File: src/rtl/cpu6502_subroutine_sequencer.sv
// JSR abs / RTS sequencer: pushes or pulls the return address on the page-1 stack
// over five bus cycles, then strobes the new PC and SP into their registers.
module cpu6502_subroutine_sequencer #(
  parameter logic [7:0] STACK_PAGE = 8'h01
) (
  input  logic        clk,
  input  logic        reset,
  input  logic        start,
  input  logic        opJsr,
  input  logic        opRts,
  input  logic [15:0] currentPC,
  input  logic [7:0]  currentSP,
  input  logic [7:0]  dataIn,
  output logic [15:0] busAddress,
  output logic [7:0]  busDataOut,
  output logic        busWrite,
  output logic [15:0] newPC,
  output logic        pcLoad,
  output logic [7:0]  newSP,
  output logic        spLoad,
  output logic        busy
);

  typedef enum logic [3:0] {
    IDLE,
    J_FETCH_LO,
    J_DUMMY,
    J_PUSH_HI,
    J_PUSH_LO,
    J_FETCH_HI,
    R_DUMMY_PC,
    R_DUMMY_SP,
    R_PULL_LO,
    R_PULL_HI,
    R_DUMMY_RET,
    DONE
  } seqState_t;

  seqState_t state, nextState;

  logic [15:0] pcReg;
  logic [7:0]  spReg;
  logic        isJsr;
  logic [7:0]  lo, hi;

  logic [7:0]  nextLo, nextHi;
  logic [15:0] effPC, retAddr;
  logic [7:0]  effSP, spMinus1, spMinus2, spPlus1, spPlus2;

  logic [15:0] nextBusAddress;
  logic [7:0]  nextBusDataOut;
  logic        nextBusWrite;
  logic [15:0] nextNewPC;
  logic [7:0]  nextNewSP;
  logic        nextLoad;
  logic        nextBusy;

  always_comb begin
    nextState = state;
    case (state)
      IDLE:        if (start && (opJsr || opRts)) nextState = opJsr ? J_FETCH_LO : R_DUMMY_PC;
      J_FETCH_LO:  nextState = J_DUMMY;
      J_DUMMY:     nextState = J_PUSH_HI;
      J_PUSH_HI:   nextState = J_PUSH_LO;
      J_PUSH_LO:   nextState = J_FETCH_HI;
      J_FETCH_HI:  nextState = DONE;
      R_DUMMY_PC:  nextState = R_DUMMY_SP;
      R_DUMMY_SP:  nextState = R_PULL_LO;
      R_PULL_LO:   nextState = R_PULL_HI;
      R_PULL_HI:   nextState = R_DUMMY_RET;
      R_DUMMY_RET: nextState = DONE;
      DONE:        nextState = IDLE;
      default:     nextState = IDLE;
    endcase
  end

  // Outputs are registered, so they are computed for the state being entered;
  // from IDLE the operands come straight from the inputs since the latches are not yet loaded.
  always_comb begin
    effPC    = (state == IDLE) ? currentPC : pcReg;
    effSP    = (state == IDLE) ? currentSP : spReg;
    retAddr  = effPC + 16'd1;
    spMinus1 = effSP - 8'd1;
    spMinus2 = effSP - 8'd2;
    spPlus1  = effSP + 8'd1;
    spPlus2  = effSP + 8'd2;

    nextLo = lo;
    nextHi = hi;
    case (state)
      J_FETCH_LO, R_PULL_LO: nextLo = dataIn;
      J_FETCH_HI, R_PULL_HI: nextHi = dataIn;
      default: ;
    endcase

    nextBusAddress = '0;
    nextBusDataOut = '0;
    nextBusWrite   = 1'b0;
    nextNewPC      = newPC;
    nextNewSP      = newSP;
    nextLoad       = 1'b0;
    nextBusy       = (nextState != IDLE);

    case (nextState)
      J_FETCH_LO, R_DUMMY_PC: nextBusAddress = effPC;
      J_DUMMY, R_DUMMY_SP:    nextBusAddress = {STACK_PAGE, effSP};
      J_PUSH_HI: begin
        nextBusAddress = {STACK_PAGE, effSP};
        nextBusWrite   = 1'b1;
        nextBusDataOut = retAddr[15:8];
      end
      J_PUSH_LO: begin
        nextBusAddress = {STACK_PAGE, spMinus1};
        nextBusWrite   = 1'b1;
        nextBusDataOut = retAddr[7:0];
      end
      J_FETCH_HI:  nextBusAddress = retAddr;
      R_PULL_LO:   nextBusAddress = {STACK_PAGE, spPlus1};
      R_PULL_HI:   nextBusAddress = {STACK_PAGE, spPlus2};
      R_DUMMY_RET: nextBusAddress = {nextHi, nextLo};
      DONE: begin
        nextLoad = 1'b1;
        if (isJsr) begin
          nextNewPC = {nextHi, nextLo};
          nextNewSP = spMinus2;
        end else begin
          nextNewPC = {nextHi, nextLo} + 16'd1;
          nextNewSP = spPlus2;
        end
      end
      default: ;
    endcase
  end

  always_ff @(posedge clk) begin
    if (reset) begin
      state      <= IDLE;
      pcReg      <= '0;
      spReg      <= '0;
      isJsr      <= 1'b0;
      lo         <= '0;
      hi         <= '0;
      busAddress <= '0;
      busDataOut <= '0;
      busWrite   <= 1'b0;
      newPC      <= '0;
      pcLoad     <= 1'b0;
      newSP      <= '0;
      spLoad     <= 1'b0;
      busy       <= 1'b0;
    end else begin
      state <= nextState;
      if (state == IDLE && nextState != IDLE) begin
        pcReg <= currentPC;
        spReg <= currentSP;
        isJsr <= opJsr;
      end
      lo         <= nextLo;
      hi         <= nextHi;
      busAddress <= nextBusAddress;
      busDataOut <= nextBusDataOut;
      busWrite   <= nextBusWrite;
      newPC      <= nextNewPC;
      pcLoad     <= nextLoad;
      newSP      <= nextNewSP;
      spLoad     <= nextLoad;
      busy       <= nextBusy;
    end
  end

endmodule

File: config.mk
export PLATFORM = sky130hd
export DESIGN_NAME = cpu6502_subroutine_sequencer
export DESIGN_NICKNAME = d
export VERILOG_FILES = /design/src/rtl/cpu6502_subroutine_sequencer.sv
export SDC_FILE = /design/constraint.sdc
export NUM_CORES = 1
export LEC_CHECK = 0
export CORE_AREA = 3 3 105 107
export CTS_BUF_LIST = sky130_fd_sc_hd__clkbuf_4 sky130_fd_sc_hd__clkbuf_8 sky130_fd_sc_hd__clkbuf_16
export DETAILED_ROUTE_END_ITERATION = 7
export DIE_AREA = 0 0 108 110
export GPL_TIMING_DRIVEN = 0
export PLACE_DENSITY = 0.8
export SETUP_SLACK_MARGIN = 0.15
export SYNTH_ARGS = -nofsm -noshare
export SYNTH_HDL_FRONTEND = slang
export SYNTH_SLANG_ARGS = --single-unit
File: constraint.sdc
create_clock -name clk -period 5.6 [get_ports clk]
set_input_delay 1.12 -clock clk [delete_from_list [all_inputs] [get_ports clk]]
set_output_delay 1.12 -clock clk [all_outputs]
set_load 0.05 [all_outputs]
==> results.toml <==
[clock_network]
clock_path_buffers = 2
postCtsHoldBufs = 0
clock_sinks = 96
cts_buffers = 9
clock_latency_ns = 0.40
cts_resized = 0
h-tree-depth = 3
clock-root-buffer = "clkbuf_8"
postCtsSetupBuffers = 0
cts_tree = "built"
path_clk_slew_ns = 0.11

[critical_path]
cp-end-kind = "flip-flop"
crit_slowest_cell = "or4b_2"
crit_path_start = "state[3]"
rr_startpoint = "state[3]"
required_ns = 5.89
cp_slowest_stage_delay_ns = 0.64
path_cells = "nor4_2 -> buf_6 -> buf_4 -> buf_2 -> buf_1 -> nand2_1 -> nand2_1 -> ha_1 -> nand3_1 -> nor2_1 -> xor2_1 -> nand2_1 -> or4b_2 -> a41oi_1"
arrival_ns = 4.81
critical_path.top_delay_family = "simple AND/OR/NAND/NOR gates"
cp_max_fo = 10
critical_path_class = "flip-flop to flip-flop"
worst_setup_path_start_kind = "flip-flop"
path_buf_inv = 4
cp_common_cell = "nand2_1"

[sta]
worst_pin_slew_ns = 1.176
maxSlewHeadroom = 0.2098
drv_slew = 0
fmax_ghz = 0.2211
skew_ns = 0.02370
finalHoldViolCount = 0
rsz0062_at_grt = "false"
post-route-period-util = 0.8075
setup_viol_count_final = 0
setup_tns_ns = 0
fin_crit_ns = 4.522

[yosys]
synth.area.top_cells = "dfxtp_1 35%, nand2_1 7.7%, a21oi_1 5.2%"
synth_compound_area_frac = 0.1958
synth_top_family_by_area = "simple AND/OR/NAND/NOR gates"
postSynthAreaPerCell_sq_um = 7.883
syn_nets = 750
synth_top_cell_by_area = "dfxtp_1"
synth_edf_count = 0
synthCells = 702
yosys_warnings = 0
synth-simple-area-share = 0.2625
yosysSeqAreaShare = 0.3473
netlist-cell-type-count = 66
async_flop_share = 0
synth.most_common_cell = "nand2_1"
synth_fa_ha_area_frac = 0.02623
synthMuxAreaShare = 0.06331
synth_area_sq_mm = 0.005534
netlist.area_leader.share = 0.3473
synthFlopType = "dfxtp_1"
ys_ff_latch = 96
synth-xor-area-share = 0.06489
synth_common_cells = "113 x nand2_1, 96 x dfxtp_1, 61 x nor2_1"

[routing]
vias = 5885
drt.antenna.violating_nets = 0
wl_per_cell_um = 20.73
drtIter0Drc = 629
routed_wl_mm = 19.53
avgViaCountPerCell = 6.247
first_pass_iters = 6
drc = 0

[die]
ioPinCount = 89
rows = 37
die_w_um = 108
core-area_sq_mm = 0.01023
start_util = 0.5409
dieArea_sq_mm = 0.01188
die_y_um = 110

[placed_design]
port_buffers = 88
hpwlAfterDp_mm = 14.81
place_congestion = 1.000

[cells_and_area]
area_growth_pct = 22.79
drive_above_1_share = 0.04963
antenna_cells = 0
nets = 849

[power]
power.density_mw_per_mm2 = 370.2
p_total_mw = 2.516
irDropWorstVdd_mv = 0.2288
leakage_nw = 2.420

[hold_path]
hold_path.class = "flip-flop to flip-flop"
hold_path_startpoint = "newPC[10]"

[grt]
grt_max_degree = 19
grt_pass1_wl_mm = 30.20
antenna_found_initial = 0
overflow = 0
grtUsageTotal = 0.3349
grt_pass1_vias = 5658

[status]
status = "complete, no violations"

[job]
drv_cap = 0
## cell usage in the layout (no fill, tap or decap), types with 8 or more instances in the layout
master	Yosys	final
nand3b_1	10	10
nand2b_1	11	11
clkdlybuf4s50_1	0	88
a31oi_1	8	8
and2_1	8	8
xor2_1	18	18
nand2_1	113	113
nand3_1	35	35
dfxtp_1	96	96
inv_1	13	13
mux2i_1	28	28
o21ai_0	25	25
a21oi_1	57	57
xnor2_1	23	23
clkbuf_1	29	29
nor3_1	15	15
clkbuf_8	0	9
nand4_1	15	15
nor2_1	61	61
a211oi_1	18	18
ha_1	10	10
## worst register-to-register path: stages (launching register included)
cell and delay [ns]:
dfxtp_1 0.39, nor4_2 0.31, buf_6 0.23, buf_4 0.28, buf_2 0.37, buf_1 0.55
nand2_1 0.13, nand2_1 0.18, ha_1 0.36, nand3_1 0.16, nor2_1 0.30, xor2_1 0.18
nand2_1 0.07, or4b_2 0.64, a41oi_1 0.27
## layout make-up
type,count,area (sq um)
clock inverter,7,86.33
inverter,13,48.80
clock buffer,9,123.9
sequential,96,1922
tap,136,170.2
multi-input combinational,553,3391
fill,877,3436
buffer,40,172.7
timing repair buffer,88,880.8
## state kept, by name (all words and copies together) (netlist names)
register / cells
spLoad: 1
spReg: 8
busWrite: 1
pcReg: 16
state: 4
busy: 1
newPC: 16
hi: 8
isJsr: 1
busAddress: 16
lo: 8
newSP: 8
busDataOut: 8
## routing by layer
metal | vias to the layer above | share of wire | global-route usage
li1 | 2716 | - | -
met1 | 2745 | 0.41 | 0.4484
met2 | 368 | 0.46 | 0.5440
met3 | 56 | 0.096 | 0.05941
met4 | 0 | 0.031 | 0.1226
met5 | - | 0 | 0
## metrics by stage
step | utilization | worst slack (ns) | hold slack [ns] | cells | instance area (sq um)
CTS | 0.6642 | 1.215 | 0.4654 | 942 | 6795
global placement | 0.6436 | 1.272 | 0.4409 | 926 | 6585
global route | 0.6642 | 0.9332 | 0.4925 | 942 | 6795
finish | 0.6642 | 1.078 | 0.4628 | 942 | 6795
detailed placement | 0.6436 | 1.261 | 0.4508 | 926 | 6585
floorplan | - | 2.322 | 0.4338 | 702 | 5534
## kinds of logic (layout without fill, tap and decap cells)
logic type	after synthesis	after routing
and+or+nand+nor	301	301
AOI/OAI and AO/OA	166	166
DFF	96	96
buffers and inverters	53	157
xor gates and xnor gates	41	41
muxes	34	34
adders and majority gates	11	11
## path summary, 6_finish.rpt
| kind | to | slack [ns] | cells past startpoint |
|---|---|---|---|
| max reg2reg | busAddress[7] | 1.08 | 14 |
| min | newPC[10] | 0.46 | 2 |
| min reg2reg | newPC[10] | 0.46 | 2 |
| max | busAddress[7] | 1.08 | 14 |
## report_power, final
part           switching, mW  internal, mW  leakage, nW
sequential            0.0529         0.754        0.779
clock                  0.280         0.216        0.104
combinational          0.806         0.407         1.54
(Power assumes the default switching activity.)
==> edit, RTL diff (config.mk and constraints unchanged) <==
The 12 states of `seqState_t` get a one-hot encoding in 12 bits.
--- a/src/rtl/cpu6502_subroutine_sequencer.sv
+++ b/src/rtl/cpu6502_subroutine_sequencer.sv
@@ -21,19 +21,19 @@
   output logic        busy
 );
 
-  typedef enum logic [3:0] {
-    IDLE,
-    J_FETCH_LO,
-    J_DUMMY,
-    J_PUSH_HI,
-    J_PUSH_LO,
-    J_FETCH_HI,
-    R_DUMMY_PC,
-    R_DUMMY_SP,
-    R_PULL_LO,
-    R_PULL_HI,
-    R_DUMMY_RET,
-    DONE
+  typedef enum logic [11:0] {
+    IDLE        = 12'b000000000001,
+    J_FETCH_LO  = 12'b000000000010,
+    J_DUMMY     = 12'b000000000100,
+    J_PUSH_HI   = 12'b000000001000,
+    J_PUSH_LO   = 12'b000000010000,
+    J_FETCH_HI  = 12'b000000100000,
+    R_DUMMY_PC  = 12'b000001000000,
+    R_DUMMY_SP  = 12'b000010000000,
+    R_PULL_LO   = 12'b000100000000,
+    R_PULL_HI   = 12'b001000000000,
+    R_DUMMY_RET = 12'b010000000000,
+    DONE        = 12'b100000000000
   } seqState_t;
 
   seqState_t state, nextState;
Check against the original RTL: same outputs for any inputs over 10 cycles, from zero or initial values and one cycle with reset high; not proved beyond that.
==> edit against the original RTL <==
  * Cell count fell by 2.0%
  * Global-route usage fell by 3.4 points
  * Wire length fell by 8.3%
  * Worst setup slack got worse by 0.23 ns
  * Area after synthesis rose by 1.4%
  * Sequential cell count rose by 8
  * Design area rose by 0.68%
  * Fmax fell by 4.8%
  * Critical path type unchanged
  * Critical endpoint unchanged
  * Largest cell class unchanged
  * Highest routed layer unchanged
Power is not compared: it rests on default switching activity, and its combinational part moved more than twofold at a synthesized area within 25%.
==> edit: results (changes against the original RTL) <==
Finish
The share of cells above drive strength 1 was 5.591% (+0.63 points). The total number of multi-input combinational cells is 530 (-4.2%). The count of non-CTS inverters in the layout came to 17 (+4). The buffer count excluding the clock tree in the final layout is 120 (-6.3%). The final-layout clock-cell area share was 2.871% (-0.22 points).

The multi-input combinational area share came to 48.32% (-1.6 points). The number of clock buffer instances in the layout is 10 (+1). The register share of the cell area is 30.43% (+2.1 points).

Placement
The number of buffers added on ports is 86 (-2.3%). The post-detailed-placement half-perimeter wirelength is 13,870 microns (-6.4%). The placer's final routability congestion estimate is 0.9882 (-1.2%). The cell area reported after detailed placement is 6645 sq um (+0.91%).

STA
The final period utilization is 84.86% (+4.1 points). The relative slew slack is 17.24% (-3.7 points). The worst slack on hold paths was 0.4603 ns (-0.002591 ns). The worst setup skew after layout is 0.01248 ns (-0.01122 ns).

Synth
By area the synthesized netlist is led by sky130_fd_sc_hd__dfxtp_1, sky130_fd_sc_hd__mux2i_1, sky130_fd_sc_hd__nand2_1, sky130_fd_sc_hd__nor2_1, sky130_fd_sc_hd__xnor2_1. The fraction of the mapped netlist area in compound gates is 15.18% (-4.4 points). The average cell area after synthesis came to 8.196 sq um (+4.0%).

The sequential area share after synthesis is 37.08% (+2.4 points). The count of cell types in the netlist is 60 (-9.1%). The adder-cell share of the synthesized area is 2.585% (-0.037 points). The number of nets in the synthesized netlist is 733 (-2.3%). By count the netlist is led by sky130_fd_sc_hd__dfxtp_1, sky130_fd_sc_hd__nand2_1, sky130_fd_sc_hd__nor2_1, sky130_fd_sc_hd__mux2i_1, sky130_fd_sc_hd__a21oi_1.

Min path
The endpoint of the worst hold path is newPC[3]. The worst hold path begins at newPC[3].

Detailed routing
The length of routed met3 wiring is 1427 microns (-24%). The wire length per cell after detailed routing was 19.40 microns (-6.4%). The violation count after the first detailed-route iteration is 467 (-26%). The mean number of vias per cell came to 6.111 (-2.2%). The overall via count from detail_route is 5,640 (-4.2%).

The wire length on met1 is 7379 microns (-8.9%).

Setup path
The data arrival time of the critical path came to 5.01 ns (+0.20 ns). The worst setup slack for register-to-register paths is 0.85 ns (-0.23 ns). The most critical setup path has its startpoint at state[9].

Global route
The wire length of the first global-routing pass is 27,660 microns (-8.4%). The met3 global-route usage is 3.727% (-2.2 points). The maximum number of pins on one net before global-route repair is 18 (-1).

The total global-route track usage is 30.11% (-3.4 points). The via count of the first global-routing pass was 5,356 (-5.3%).

Status
The flow ran to the end, and the final reports show no timing, DRC or antenna violations.
[edit: worst max-delay path, stage by stage, from the launching register on]
cell and delay [ns]:
sky130_fd_sc_hd__dfxtp_1 0.36, sky130_fd_sc_hd__nor3_1 0.59, sky130_fd_sc_hd__and4_1 0.38, sky130_fd_sc_hd__buf_6 0.17, sky130_fd_sc_hd__buf_6 0.18, sky130_fd_sc_hd__mux2i_1 0.67
sky130_fd_sc_hd__inv_1 0.19, sky130_fd_sc_hd__ha_1 0.33, sky130_fd_sc_hd__and4_1 0.17, sky130_fd_sc_hd__a311oi_1 0.36, sky130_fd_sc_hd__o21ai_0 0.20, sky130_fd_sc_hd__o41ai_1 0.49
sky130_fd_sc_hd__xnor2_1 0.20, sky130_fd_sc_hd__mux2i_1 0.20, sky130_fd_sc_hd__a21oi_1 0.11
